<file path="config.mk">
export PLATFORM = sky130hd
export DESIGN_NAME = fifo_wr_arbiter
export DESIGN_NICKNAME = d
export VERILOG_FILES = /design/src/rtl/fifo_wr_arbiter.sv
export SDC_FILE = /design/constraint.sdc
export NUM_CORES = 1
export LEC_CHECK = 0
export CAP_MARGIN = 20
export CORE_UTILIZATION = 30
export CTS_CLUSTER_SIZE = 28
export DETAILED_ROUTE_END_ITERATION = 10
export GPL_ROUTABILITY_DRIVEN = 0
export PLACE_DENSITY = 0.67
export SYNTH_ARGS = -nofsm -noshare
export SYNTH_HDL_FRONTEND = slang
export SYNTH_SLANG_ARGS = --single-unit
</file>
<file path="constraint.sdc">
create_clock -name clk -period 2.4 [get_ports clk]
set_input_delay 0.6 -clock clk [delete_from_list [all_inputs] [get_ports clk]]
set_output_delay 0.6 -clock clk [all_outputs]
set_load 0.1 [all_outputs]
</file>
<file path="src/rtl/fifo_wr_arbiter.sv">
// Round-robin write-port arbiter sharing one synchronous FIFO among NUM_REQ producers.
// Throttles on full/almostfull and latches sticky wr_ack / overflow error flags.
module fifo_wr_arbiter #(
  parameter int NUM_REQ    = 4,
  parameter int FIFO_WIDTH = 16,
  parameter int FIFO_DEPTH = 8,
  parameter int CNT_WIDTH  = 8
) (
  input  logic                          clk,
  input  logic                          rst_n,
  input  logic [NUM_REQ-1:0]            req,
  input  logic [NUM_REQ*FIFO_WIDTH-1:0] req_data,
  output logic [NUM_REQ-1:0]            gnt,
  output logic                          fifo_wr_en,
  output logic [FIFO_WIDTH-1:0]         fifo_data_in,
  input  logic                          fifo_full,
  input  logic                          fifo_almostfull,
  input  logic                          fifo_wr_ack,
  input  logic                          fifo_overflow,
  output logic                          busy,
  output logic [1:0]                    state,
  output logic [CNT_WIDTH-1:0]          wr_count,
  output logic                          err_ack,
  output logic                          err_overflow
);

  localparam int IDX_W = (NUM_REQ > 1) ? $clog2(NUM_REQ) : 1;

  localparam logic [1:0] ST_IDLE   = 2'd0;
  localparam logic [1:0] ST_ACTIVE = 2'd1;
  localparam logic [1:0] ST_STALL  = 2'd2;

  if (NUM_REQ < 2 || NUM_REQ > 8 || FIFO_DEPTH < 2 || CNT_WIDTH < 1) begin : g_param_check
    $error("fifo_wr_arbiter: unsupported parameter set");
  end

  // First eligible index after last, wrapping; returns last when none is eligible.
  function automatic logic [IDX_W-1:0] rr_pick(input logic [NUM_REQ-1:0] elig,
                                               input logic [IDX_W-1:0]   last);
    logic [IDX_W-1:0] sel;
    logic             hit;
    int               idx;
    sel = last;
    hit = 1'b0;
    for (int off = 1; off <= NUM_REQ; off++) begin
      idx = int'(last) + off;
      if (idx >= NUM_REQ) idx = idx - NUM_REQ;
      if (!hit && elig[IDX_W'(idx)]) begin
        sel = IDX_W'(idx);
        hit = 1'b1;
      end
    end
    return sel;
  endfunction

  logic [NUM_REQ-1:0]    elig_p0;
  logic                  blocked_p0;
  logic                  vld_p0;
  logic [IDX_W-1:0]      pick_p0;
  logic [FIFO_WIDTH-1:0] data_p0;
  logic [1:0]            state_nxt;
  logic [IDX_W-1:0]      last_gnt;
  logic                  ack_pending;

  // ---- p0: eligibility, throttle and round-robin selection
  // A requester under gnt still shows the word just taken, so it sits out one cycle.
  assign elig_p0    = req & ~gnt;
  // The write issued this cycle occupies the last free slot when almostfull.
  assign blocked_p0 = fifo_full | (fifo_wr_en & fifo_almostfull);
  assign vld_p0     = (|elig_p0) & ~blocked_p0;
  assign pick_p0    = rr_pick(elig_p0, last_gnt);

  always_comb begin
    data_p0 = '0;
    for (int i = 0; i < NUM_REQ; i++) begin
      if (pick_p0 == IDX_W'(i)) data_p0 = req_data[i*FIFO_WIDTH +: FIFO_WIDTH];
    end
  end

  // Every state takes the same decision; STALL is left once unblocked or withdrawn.
  always_comb begin
    if (elig_p0 == '0)   state_nxt = ST_IDLE;
    else if (blocked_p0) state_nxt = ST_STALL;
    else                 state_nxt = ST_ACTIVE;
  end

  // ---- p1: registered grant and FIFO write port
  always_ff @(posedge clk or negedge rst_n) begin
    if (!rst_n) begin
      gnt          <= '0;
      fifo_wr_en   <= 1'b0;
      fifo_data_in <= '0;
      last_gnt     <= IDX_W'(NUM_REQ - 1);
      wr_count     <= '0;
    end else if (vld_p0) begin
      gnt          <= NUM_REQ'(1) << pick_p0;
      fifo_wr_en   <= 1'b1;
      fifo_data_in <= data_p0;
      last_gnt     <= pick_p0;
      wr_count     <= wr_count + 1'b1;
    end else begin
      gnt          <= '0;
      fifo_wr_en   <= 1'b0;
    end
  end

  // ---- p1: FSM state and response checking
  always_ff @(posedge clk or negedge rst_n) begin
    if (!rst_n) begin
      state        <= ST_IDLE;
      busy         <= 1'b0;
      ack_pending  <= 1'b0;
      err_ack      <= 1'b0;
      err_overflow <= 1'b0;
    end else begin
      state       <= state_nxt;
      busy        <= (state_nxt != ST_IDLE);
      ack_pending <= fifo_wr_en;
      if (ack_pending && !fifo_wr_ack) err_ack <= 1'b1;
      if (fifo_overflow) err_overflow <= 1'b1;
    end
  end

endmodule

</file>
Word-level counts from Yosys, hierarchy flattened
Cells that the tools add are included.
{"block": "word_totals", "regBits": 37, "output_inout_bits": 34, "input_bits": 74, "elab_cells": 80}
{"block": "op_classes", "magnitude_cmp": 8, "shift": 1, "n_addsub": 9, "bitwise_logic": 6, "eq_ne": 3, "muxes": 31, "n_reduce_logical": 12}
{"op": "2-to-1 mux 16 bit", "n": 4}
{"op": "2-to-1 mux 2 bit", "n": 10}
{"op": "less-than comparator 2 x 4 -> 1 bit, second input constant", "n": 4}
{"op": "2-to-1 mux 1 bit", "n": 12}
{"op": "greater-or-equal comparator 3 bit, second input constant", "n": 3}
{"op": "adder 8 x 1 -> 8 bit, second input constant", "n": 1}
{"op": "binary-select mux 1 bit (select 2 bit)", "n": 4}
{"op": "subtractor 2 x 1 -> 2 bit, second input constant", "n": 4}
{"op": "adder 2 x 2 -> 3 bit, second input constant", "n": 2}
{"op": "adder 2 x 3 -> 4 bit, second input constant", "n": 1}
{"op": "bitwise AND 4 bit", "n": 1}
{"op": "equality test 2 bit, second input constant", "n": 2}
{"op": "greater-or-equal comparator 4 x 3 -> 1 bit, second input constant", "n": 1}
{"op": "logical AND 1 bit", "n": 4}
{"op": "logical NOT 1 bit", "n": 4}
{"op": "logical NOT 4 bit", "n": 1}
{"op": "2-to-1 mux 4 bit", "n": 1}
{"op": "NOT 4 bit", "n": 1}
{"op": "OR reduction 4 bit", "n": 1}
{"op": "left shift 1 x 2 -> 4 bit, first input constant", "n": 1}
{"op": "adder 2 x 1 -> 3 bit, second input constant", "n": 1}
{"op": "bitwise AND 1 bit", "n": 2}
{"op": "equality test 2 x 1 -> 1 bit, second input constant", "n": 1}
{"op": "logical NOT 2 bit", "n": 1}
{"op": "3 further kinds", "n": 3}

Longest topological paths before layout
Gate-level depths: netlist (run 1).
{"block": "logic_depth", "word_depth": 21, "ltp_mapped": 8}

Least setup slack after synthesis (run 1)
Ideal clock, no wire load.
{"block": "synth_timing", "path_kind": "register to register", "start": "register gnt[0]", "end": "register fifo_data_in[0]", "setup_ns": 0.130, "synth_period_minus_slack_ns": 2.405, "path_stages_with_launch": 9, "arrival_ns": 2.275, "slack_ns": -0.005, "n_path_buf": 2, "path_cell_list": "dfrtp_1 -> nand2b_1 -> buf_2 -> nand2_1 -> nor2_1 -> buf_2 -> o32ai_1 -> o211ai_1 -> nand3_1"}
{"block": "synth_between", "elab_chain_cells": 20}
{"item": "from (decl)", "line": "13", "text": "output logic [NUM_REQ-1:0] gnt,"}
{"item": "from (signal assigned)", "line": "96", "text": "gnt <= NUM_REQ'(1) << pick_p0;"}
{"item": "NOT 4 bit *", "line": "67", "text": "assign elig_p0 = req & ~gnt;"}
{"item": "bitwise AND 4 bit *", "line": "67"}
{"item": "binary-select mux 1 bit (select 2 bit)", "line": "48", "text": "if (!hit && elig[IDX_W'(idx)]) begin"}
{"item": "2-to-1 mux 1 bit (not written as such) (2 in a row)", "line": "48"}
{"item": "2-to-1 mux 1 bit", "line": "48"}
{"item": "logical NOT 1 bit", "line": "48"}
{"item": "logical AND 1 bit", "line": "48"}
{"item": "2-to-1 mux 1 bit", "line": "48"}
{"item": "logical NOT 1 bit", "line": "48"}
{"item": "logical AND 1 bit", "line": "48"}
{"item": "2-to-1 mux 1 bit", "line": "48"}
{"item": "logical NOT 1 bit", "line": "48"}
{"item": "logical AND 1 bit", "line": "48"}
{"item": "2-to-1 mux 2 bit", "line": "48"}
{"item": "logical NOT 2 bit", "line": "76", "text": "if (pick_p0 == IDX_W'(i)) data_p0 = req_data[i*FIFO_WIDTH +: FIFO_WIDTH];"}
{"item": "2-to-1 mux 16 bit (4 in a row)", "line": "76"}
{"item": "to (signal assigned)", "line": "98", "text": "fifo_data_in <= data_p0;"}
{"item": "to (decl)", "line": "15", "text": "output logic [FIFO_WIDTH-1:0] fifo_data_in,"}
Mark *: on every way between the ends. The rest lies on a longest branch, timed or not. The select of a mux whose other input is x is not followed.
A chain may end at the register's enable or synchronous reset.

Final worst setup path (run 1)
{"block": "layout_timing", "start": "input port req[3]", "end": "register fifo_data_in[7]"}
{"block": "layout_between", "elab_chain_cells": 19}
{"item": "from (decl)", "line": "11", "text": "input logic [NUM_REQ-1:0] req,"}
{"item": "bitwise AND 4 bit *", "line": "67"}
{"item": "binary-select mux 1 bit (select 2 bit)", "line": "48"}
{"item": "2-to-1 mux 1 bit (not written as such) (2 in a row)", "line": "48"}
{"item": "2-to-1 mux 1 bit", "line": "48"}
{"item": "logical NOT 1 bit", "line": "48"}
{"item": "logical AND 1 bit", "line": "48"}
{"item": "2-to-1 mux 1 bit", "line": "48"}
{"item": "logical NOT 1 bit", "line": "48"}
{"item": "logical AND 1 bit", "line": "48"}
{"item": "2-to-1 mux 1 bit", "line": "48"}
{"item": "logical NOT 1 bit", "line": "48"}
{"item": "logical AND 1 bit", "line": "48"}
{"item": "2-to-1 mux 2 bit", "line": "48"}
{"item": "logical NOT 2 bit", "line": "76"}
{"item": "2-to-1 mux 16 bit (4 in a row)", "line": "76"}
Marked as above.

==> results of run 1 <==
==> kinds of logic after synthesis <==
logic type      synth area share, %
compound gates                 22.1
xor+xnor                       2.67
fa+ha+maj                     0.544
buf+inv                        6.47
flops                          39.3
mux                            1.96
simple gates                   26.9
==> power by group through the flow <==
stage | Combinational (uW) | Sequential (uW) | Clock [uW]
6_report | 3630 | 1120 | 538
2_1_floorplan | 1230 | 2470 | 0
4_1_cts | 3620 | 1120 | 552
5_1_grt | 3850 | 1170 | 576
3_5_place_dp | 3620 | 1130 | 0
3_3_place_gp | 3590 | 1120 | 0
==> per-stage QoR <==
step	hold slack, ps	cell area, sq um	setup WS (ps)	instances
after detailed placement	423	3610	-156	503
after global routing	380	3720	15.2	511
final	335	3720	127	511
after CTS	352	3720	158	511
after global placement	416	3610	-125	503
after floorplan	304	2300	22.8	280
==> routing by layer <==
layer	share of wire (%)	vias up	GRT usage, %
met1	44	1223	26.3
met4	1.7	0	5.05
met3	7.8	11	4.99
met2	47	133	31.5
li1	-	1267	-
met5	0	-	0
==> placed cells by master (no fill, tap or decap), drive strengths merged, types with 2 or more instances in the layout <==
cell,count
a221oi,2
nor2b,5
nand4,4
a31oi,2
or2,2
xnor2,7
a22o,2
dfrtp,34
nand2b,6
and3,3
o21ai,11
o32ai,13
dfstp,2
inv,15
nand3,29
nor3,5
nor2,29
nor3b,3
a21oi,14
nand2,40
o211ai,13
o22ai,4
clkdlybuf4s50,72
buf,70
clkbuf,5
==> sequential cells by signal, summed over array words and instances (netlist names) <==
signal	cells
err_overflow	1
last_gnt	2
gnt	4
busy	1
fifo_data_in	16
state	1
ack_pending	1
err_ack	1
wr_count	8
fifo_wr_en	1
==> worst min path at each step <==
| stage | to | cells after the start |
|---|---|---|
| floorplan | ack_pending | 0 |
| global placement | ack_pending | 0 |
| detailed placement | ack_pending | 0 |
| CTS | fifo_data_in[4] | 2 |
| global route | fifo_data_in[4] | 2 |
| finish | fifo_data_in[4] | 2 |
==> worst max-delay path: cells and delay by family <==
kind	cells	cell delay (ps)
AOI/OAI and AO/OA	4	850
and+or+nand+nor	2	510
buffers and inverters	1	480
==> final cells by class <==
cell class	count	area, sq um
Clock buffer	5	68.8
Sequential cell	36	905
Timing Repair Buffer	142	1270
Multi-Input combinational cell	211	1260
Clock inverter	3	42.5
Fill cell	689	3610
Tap cell	99	124
Inverter	15	56.3
==> results.md, run 1 <==
- TritonCTS built the clock tree.
- The area growth from synthesis to layout is 61.9%.
- The worst slew slack as a fraction of its limit is 66.3%.
- The power spent charging and discharging nets is a little over 3000 uW.
- The signal on the critical path passes through clkdlybuf4s50_1, or3b_4, a31oi_1, o32a_2, o32ai_1, o211ai_1, nand3_1.
- The synthesized flop and latch total is 36.
- For this design, the slowest cell found on the critical path is sky130_fd_sc_hd__clkdlybuf4s50_1.
- The first global-routing pass estimated 12100 um of wire.
- The repair_antennas step left the layout with diodes totalling 0.
- After detailed routing, the number of vias per cell comes to between 5 and 6.
- The share of total power dissipated in sequential elements is 21.2%.
- The fraction of layout instances using a drive strength above 1 is 22.6%.
- The areal power density over the cells is 1420 mW/mm^2.
- The number of ports placed on the die boundary is 108.
- In this run the remaining antenna-violating nets after routing total 0.
- Dividing the final minimum period by the clock period gives 94.7%.
- The synthesized netlist occupies a cell area of around 0.0023 sq mm.
- The timing endpoint of the critical path is fifo_data_in[7].
- The worst setup path is captured at a flip-flop.
- The run finished with clean final reports.
- The count of hold buffers inserted by post-cts repair is 0.
- The number of antenna violations at the first check in global routing is 0.
- Combinational logic is responsible for 68.6% of the overall power.
- The final count of hold timing violations was 0.
- The area fraction of the dominant cell type after synthesis is between 30% and 40%.
- The synthesized netlist net count is between 300 and 400.
- For the pin with the worst max-slew slack, the measured transition is 506 ps.
- The remaining design rule violation count is 0.
- The die is 89.6 um wide.
- The maximum vdd drop is 0.000702 V.
- At the end of the flow, the number of nets in the layout was 486.
- For flop-to-flop paths, the worst setup slack is 200 ps.
- In this run the tool buffered the top-level ports with 107 buffer cells.
- The initial utilization of the core area, before any placement, comes to a little under a third.
- Entering global routing, the biggest net connects 37 pins.
- Cell internal power was estimated by the tool at 2270 uW.
- The post-synthesis area per instance is 8.21 sq um.
- The first routing iteration left 170 violations.
- The most frequently used flop master after synthesis is sky130_fd_sc_hd__dfrtp_1.
- The total negative slack for setup checks is 0 ps.
- The required time at the endpoint of the critical path is 2570 ps.
- The cell count after synthesis came out at 280.
- Ranked by total cell area, the synthesized netlist is headed by sky130_fd_sc_hd__dfrtp_1 37%, sky130_fd_sc_hd__nand2_1 6.5%, sky130_fd_sc_hd__nand3_1 6.3%.
- Counting along the longest clock path gives a buffer depth of 2.
- The overall overflow remaining after global route is 0.
- Static timing analysis puts the maximum clock frequency at 440 MHz.
- Setup repair after global routing left no endpoint under its margin.
- The count of final max-slew check failures is 0.
- The start point of the critical path is req[3].
- Global routing used 19.6% of the available tracks.
- The half-perimeter wire length after placement is 5910 um.
- Setup violations remaining at the end of the flow were counted as 0.
- The maximum single-stage delay on the critical path is 480 ps.
- The reg-to-reg startpoint is last_gnt[0].
- The leakage dissipation is 0.00164 uW.
- The synthesized netlist contains 47 unique library cells.
- The tool flagged a number of max-cap violations equal to 0.
- The number of rows in the core area is 31.
- The area enclosed by the die boundary is between 0.008 and 0.009 sq mm.
- Once the clock tree was built, the setup fixing pass inserted 0 buffers.
- Counting instances in the post-synthesis netlist gives the leading cell types as 40 x sky130_fd_sc_hd__nand2_1, 34 x sky130_fd_sc_hd__dfrtp_1, 29 x sky130_fd_sc_hd__nand3_1.
- The root buffer cell chosen for the clock tree is sky130_fd_sc_hd__clkbuf_8.
- The share of total power consumed by net switching is 57.1%.
- STA puts the critical path data arrival time at 2440 ps.
- Among all cell types in the netlist, the one instantiated most often is sky130_fd_sc_hd__nand2_1.
- The share of synthesized registers carrying an async set or reset is 100%.
- The quantity of gates resized following cts is 0.
- From bottom edge to top edge, the die measures approximately 90 um.
- The cell depth of the worst flop-to-flop path is 6.
- The sequential fraction of the synthesis area is 39.3%.
- The highest fanout seen on the critical path is 14.
- The destination of the worst register-to-register timing path is fifo_data_in[7].
- Counting flops with a built-in enable in the synthesized netlist gives 0.
- Yosys printed 0 warnings.
- Buffers inserted during clock tree synthesis total 5.
- The class of the tightest hold or removal check is input port to asynchronous set/reset pin.
- The worst setup path category is input port to flip-flop.
- The clock reaches the later pin of the worst-skew pair after between 200 and 300 ps.
- The number of search-and-repair iterations in the first detailed-routing pass is 4.
- In the final routed layout, each cell accounts on average for 15.1 um.
- The leading area contributor after synthesis is sky130_fd_sc_hd__dfrtp_1.
- Counting I/O delays and the setup requirement, the final critical path takes 2270 ps.
- The utilization after layout is just over 50%.
- The clock slew seen by the registers of the worst setup and hold paths is 70 ps.
- The tree built by TritonCTS fans out to 36 sinks.
- The clock skew is 3.95 ps.
- The post-detailed-routing wire length is 7710 um.
- The number of global-route vias before repair is ~2.5k.
- The overall power after layout is between 5000 and 6000 uW.
- The via total after detailed routing is 2634.
- The type of element launching the critical path is an input port.
- In this run, the clock network consumes 10.2% of the power.
- After floorplanning, the core was sized to cover 0.00733 sq mm.
- The H-tree was split into 2 levels.
Power figures use the tool's default switching activity.
==> inputs of run 2 (changes only) <==
--- a/config.mk
+++ b/config.mk
@@ -6,11 +6,11 @@
 export NUM_CORES = 1
 export LEC_CHECK = 0
 export CAP_MARGIN = 20
-export CORE_UTILIZATION = 30
+export CORE_UTILIZATION = 41
 export CTS_CLUSTER_SIZE = 28
 export DETAILED_ROUTE_END_ITERATION = 10
 export GPL_ROUTABILITY_DRIVEN = 0
-export PLACE_DENSITY = 0.67
+export PLACE_DENSITY = 0.85
 export SYNTH_ARGS = -nofsm -noshare
 export SYNTH_HDL_FRONTEND = slang
 export SYNTH_SLANG_ARGS = --single-unit
==> run 2 against run 1 <==
Effect of this change: sequential cell count unchanged; critical path depth did not move; total power fell by 3.1%; critical path type unchanged; setup slack worse by 32 ps.
==> results.md, run 2 (synthesized netlist as in run 1, its figures left out) <==
- The destination of the worst register-to-register timing path is fifo_data_in[9].
- The initial standard-cell utilization of the core is 43.9% (+13 points).
- The class of the tightest hold or removal check is input port to asynchronous set/reset pin.
- The areal power density over the cells was 1420 mW/mm^2 (about the same).
- Compared with the post-synthesis result, the final layout area differs by 56.7%.
- The half-perimeter wire length after placement is 5520 um (-6.7%).
- The worst setup path is captured at a flip-flop.
- The required time at the endpoint of the critical path came to 2570 ps (about the same).
- The highest achievable clock rate was 434 MHz (-1.4%).
- The worst slew slack as a fraction of its limit is 48.5% (-18 points).
- The highest fanout seen on the critical path is 14 (unchanged).
- The post-CTS setup-driven buffer insertion count is 0 (unchanged).
- The minimum setup slack among reg-to-reg paths is 350 ps (+150 ps).
- The overall power after layout came to 5120 uW (-3.1%).
- The library cell used most frequently in the layout, excluding fill and tap cells, is sky130_fd_sc_hd__clkdlybuf4s50_1.
- The placeable core region is 0.00524 sq mm (-29%).
- The fraction of layout instances using a drive strength above 1 is 21.2% (-1.3 points).
- The number of rows in the core area is 26 (-16%).
- The total global-route track usage came to 24.6% (+5.0 points).
- The cell family contributing the most delay on the critical path is compound AO/OA/AOI/OAI gates.
- The area enclosed by the die boundary is 0.00591 sq mm (-26%).
- The maximum single-stage delay on the critical path is 490 ps (about the same).
- The maximum root-to-sink buffer count came to 2 (unchanged).
- The clock slew seen by the registers of the worst setup and hold paths is 80 ps (about the same).
- The number of antenna violations at the first check in global routing is 0 (unchanged).
- The count of final max-slew check failures came to 0 (unchanged).
- The largest registers in the layout are fifo_data_in (16), wr_count (8), gnt (4).
- The maximum vdd drop is 0.000776 V (+11%).
- The die boundary width is 76.9 um (-14%).
- The violation count after the first detailed-route iteration is 161 (-5.3%).
- The sum of routed wire segments on met1 is 3100 um (-8.3%).
- The register with the most flip-flops is fifo_data_in.
- The number of global-route vias before repair came to 2467 (-3.1%).
- The wire length of the first global-routing pass was 11700 um (-3.8%).
- The total negative slack for setup checks is 0 ps (unchanged).
- The overall overflow remaining after global route is 0 (unchanged).
- The number of flip-flops under the largest register name came to 16 (unchanged).
- Setup repair after global routing left no endpoint under its margin.
- The utilization after layout is 68.8% (+18 points).
- The total clock sinks came to 36 (unchanged).
- The wire length on met3 is 593 um (-0.84%).
- The number of antenna repair diodes is 0 (unchanged).
- The final-report setup violation count is 0 (unchanged).
- The cell depth of the worst flop-to-flop path is 5 (-1).
- The largest net degree at the start of global routing is 37 (unchanged).
- The number of buffer and inverter instances along the worst setup path is 1 (unchanged).
- The via total after detailed routing was 2613 (-0.80%).
- The signal on the critical path passes through clkdlybuf4s50_1, or3b_4, a31oi_1, o32a_2, o32ai_1, o211ai_1, nand3_1.
- The library cell contributing the largest single delay on the critical path is sky130_fd_sc_hd__clkdlybuf4s50_1.
- The cell at the root of the clock tree is sky130_fd_sc_hd__clkbuf_8.
- The clock skew is 9.45 ps (+5.50 ps).
- The final count of hold timing violations was 0 (unchanged).
- The number of ports placed on the die boundary came to 108 (unchanged).
- The source-to-sink clock delay at the later pin of the worst-skew pair is 290 ps (about the same).
- The worst setup slack after layout is 95.0 ps (-32.0 ps).
- The worst setup path category is input port to flip-flop.
- The number of nets at the end of the flow is 479 (-1.4%).
- The routed wire length on met2 is 3430 um (-4.6%).
- The slew at the pin closest to its max-slew limit is 772 ps (+266 ps).
- In the layout the commonest cells are 72 x sky130_fd_sc_hd__clkdlybuf4s50_1, 62 x sky130_fd_sc_hd__buf_4, 40 x sky130_fd_sc_hd__nand2_1, 33 x sky130_fd_sc_hd__dfrtp_1, 29 x sky130_fd_sc_hd__nand3_1.
- The minimum clock period is 2300 ps (+32.0 ps).
- The detail-routed via count per cell came to 5.50 (+6.7%).
- The worst setup path is launched from an input port.
- The clock tree from TritonCTS is built.
- The pre-CTS worst setup slack was -280 ps (-124 ps).
- The flow ran to the end, and the final reports show no timing, DRC or antenna violations.
- The count of hold buffers inserted by post-cts repair is 0 (unchanged).
- The leakage dissipation is 0.00160 uW (-2.7%).
- The remaining design rule violation count is 0 (unchanged).
- The wire length per cell after detailed routing is 15.1 um (+0.18%).
- The number of H-tree levels was 2 (unchanged).
- The post-detailed-routing wire length came to 7180 um (-6.9%).
- The number of clock buffers inserted by TritonCTS is 5 (unchanged).
- The reported max-cap violation count is 0 (unchanged).
- The overall die height is 76.9 um (-14%).
- The reg-to-reg startpoint is last_gnt[0].
- The final antenna-violating net count is 0 (unchanged).
- After detailed routing, no signal wire sits above met4.
- The share of the clock period used by the worst path after layout came to 96.0% (+1.3 points).
- The number of search-and-repair iterations in the first detailed-routing pass is 4 (unchanged).
- The filler cell count is 428 (-38%).
- The worst endpoint data arrival time is 2470 ps (+30 ps).
- The count of input and output buffers was 107 (unchanged).
-- run 2: worst max path at each step --
stage,from,to,cells past startpoint
3_3_place_gp,req[3],fifo_data_in[5],6
2_1_floorplan,gnt[1],fifo_data_in[10],7
5_1_grt,req[3],fifo_data_in[7],7
6_report,req[3],fifo_data_in[7],7
3_5_place_dp,req[3],fifo_data_in[9],6
4_1_cts,req[3],fifo_data_in[9],6
-- run 2: worst register-to-register path: cells and delay by family (launching register included) --
family,cells,cell delay [ps]
DFF,1,650
AOI/OAI and AO/OA,3,1030
and+or+nand+nor,2,320
-- run 2: power breakdown --
group          internal (uW)  total, uW  switching [uW]
logic                   1040       3600            2560
registers                846       1050             208
clock network            235        468             233
total                   2130       5120            3000
-- run 2: metrics by stage --
step                      cells  cell area (sq um)  hold slack (ps)
after floorplan             280               2300              304
after CTS                   475               3590              417
final                       475               3600              381
after detailed placement    467               3500              435
after global routing        475               3600              448
after global placement      467               3500              422
-- run 2: per-layer routing --
metal | global-route usage, % | up-vias
met5 | 0 | -
met4 | 5.96 | 0
met3 | 4.76 | 5
met2 | 41.5 | 117
met1 | 32.3 | 1232
li1 | - | 1259
-- run 2: repair_timing --
action | in CTS | in global routing
hold endpoints to repair | 0 | 0
gates resized for setup | 0 | 1
setup endpoints to repair | 0 | 13
-- run 2: area by class of cell --
cell class                      count  area [sq um]  area share, %
Clock buffer                        6          82.6           2.29
Clock inverter                      2          13.8          0.382
Inverter                           15          56.3           1.56
Multi-Input combinational cell    211          1270           35.2
Sequential cell                    36           905           25.1
Tap cell                           70          87.6           2.43
Timing Repair Buffer              135          1190           33.0
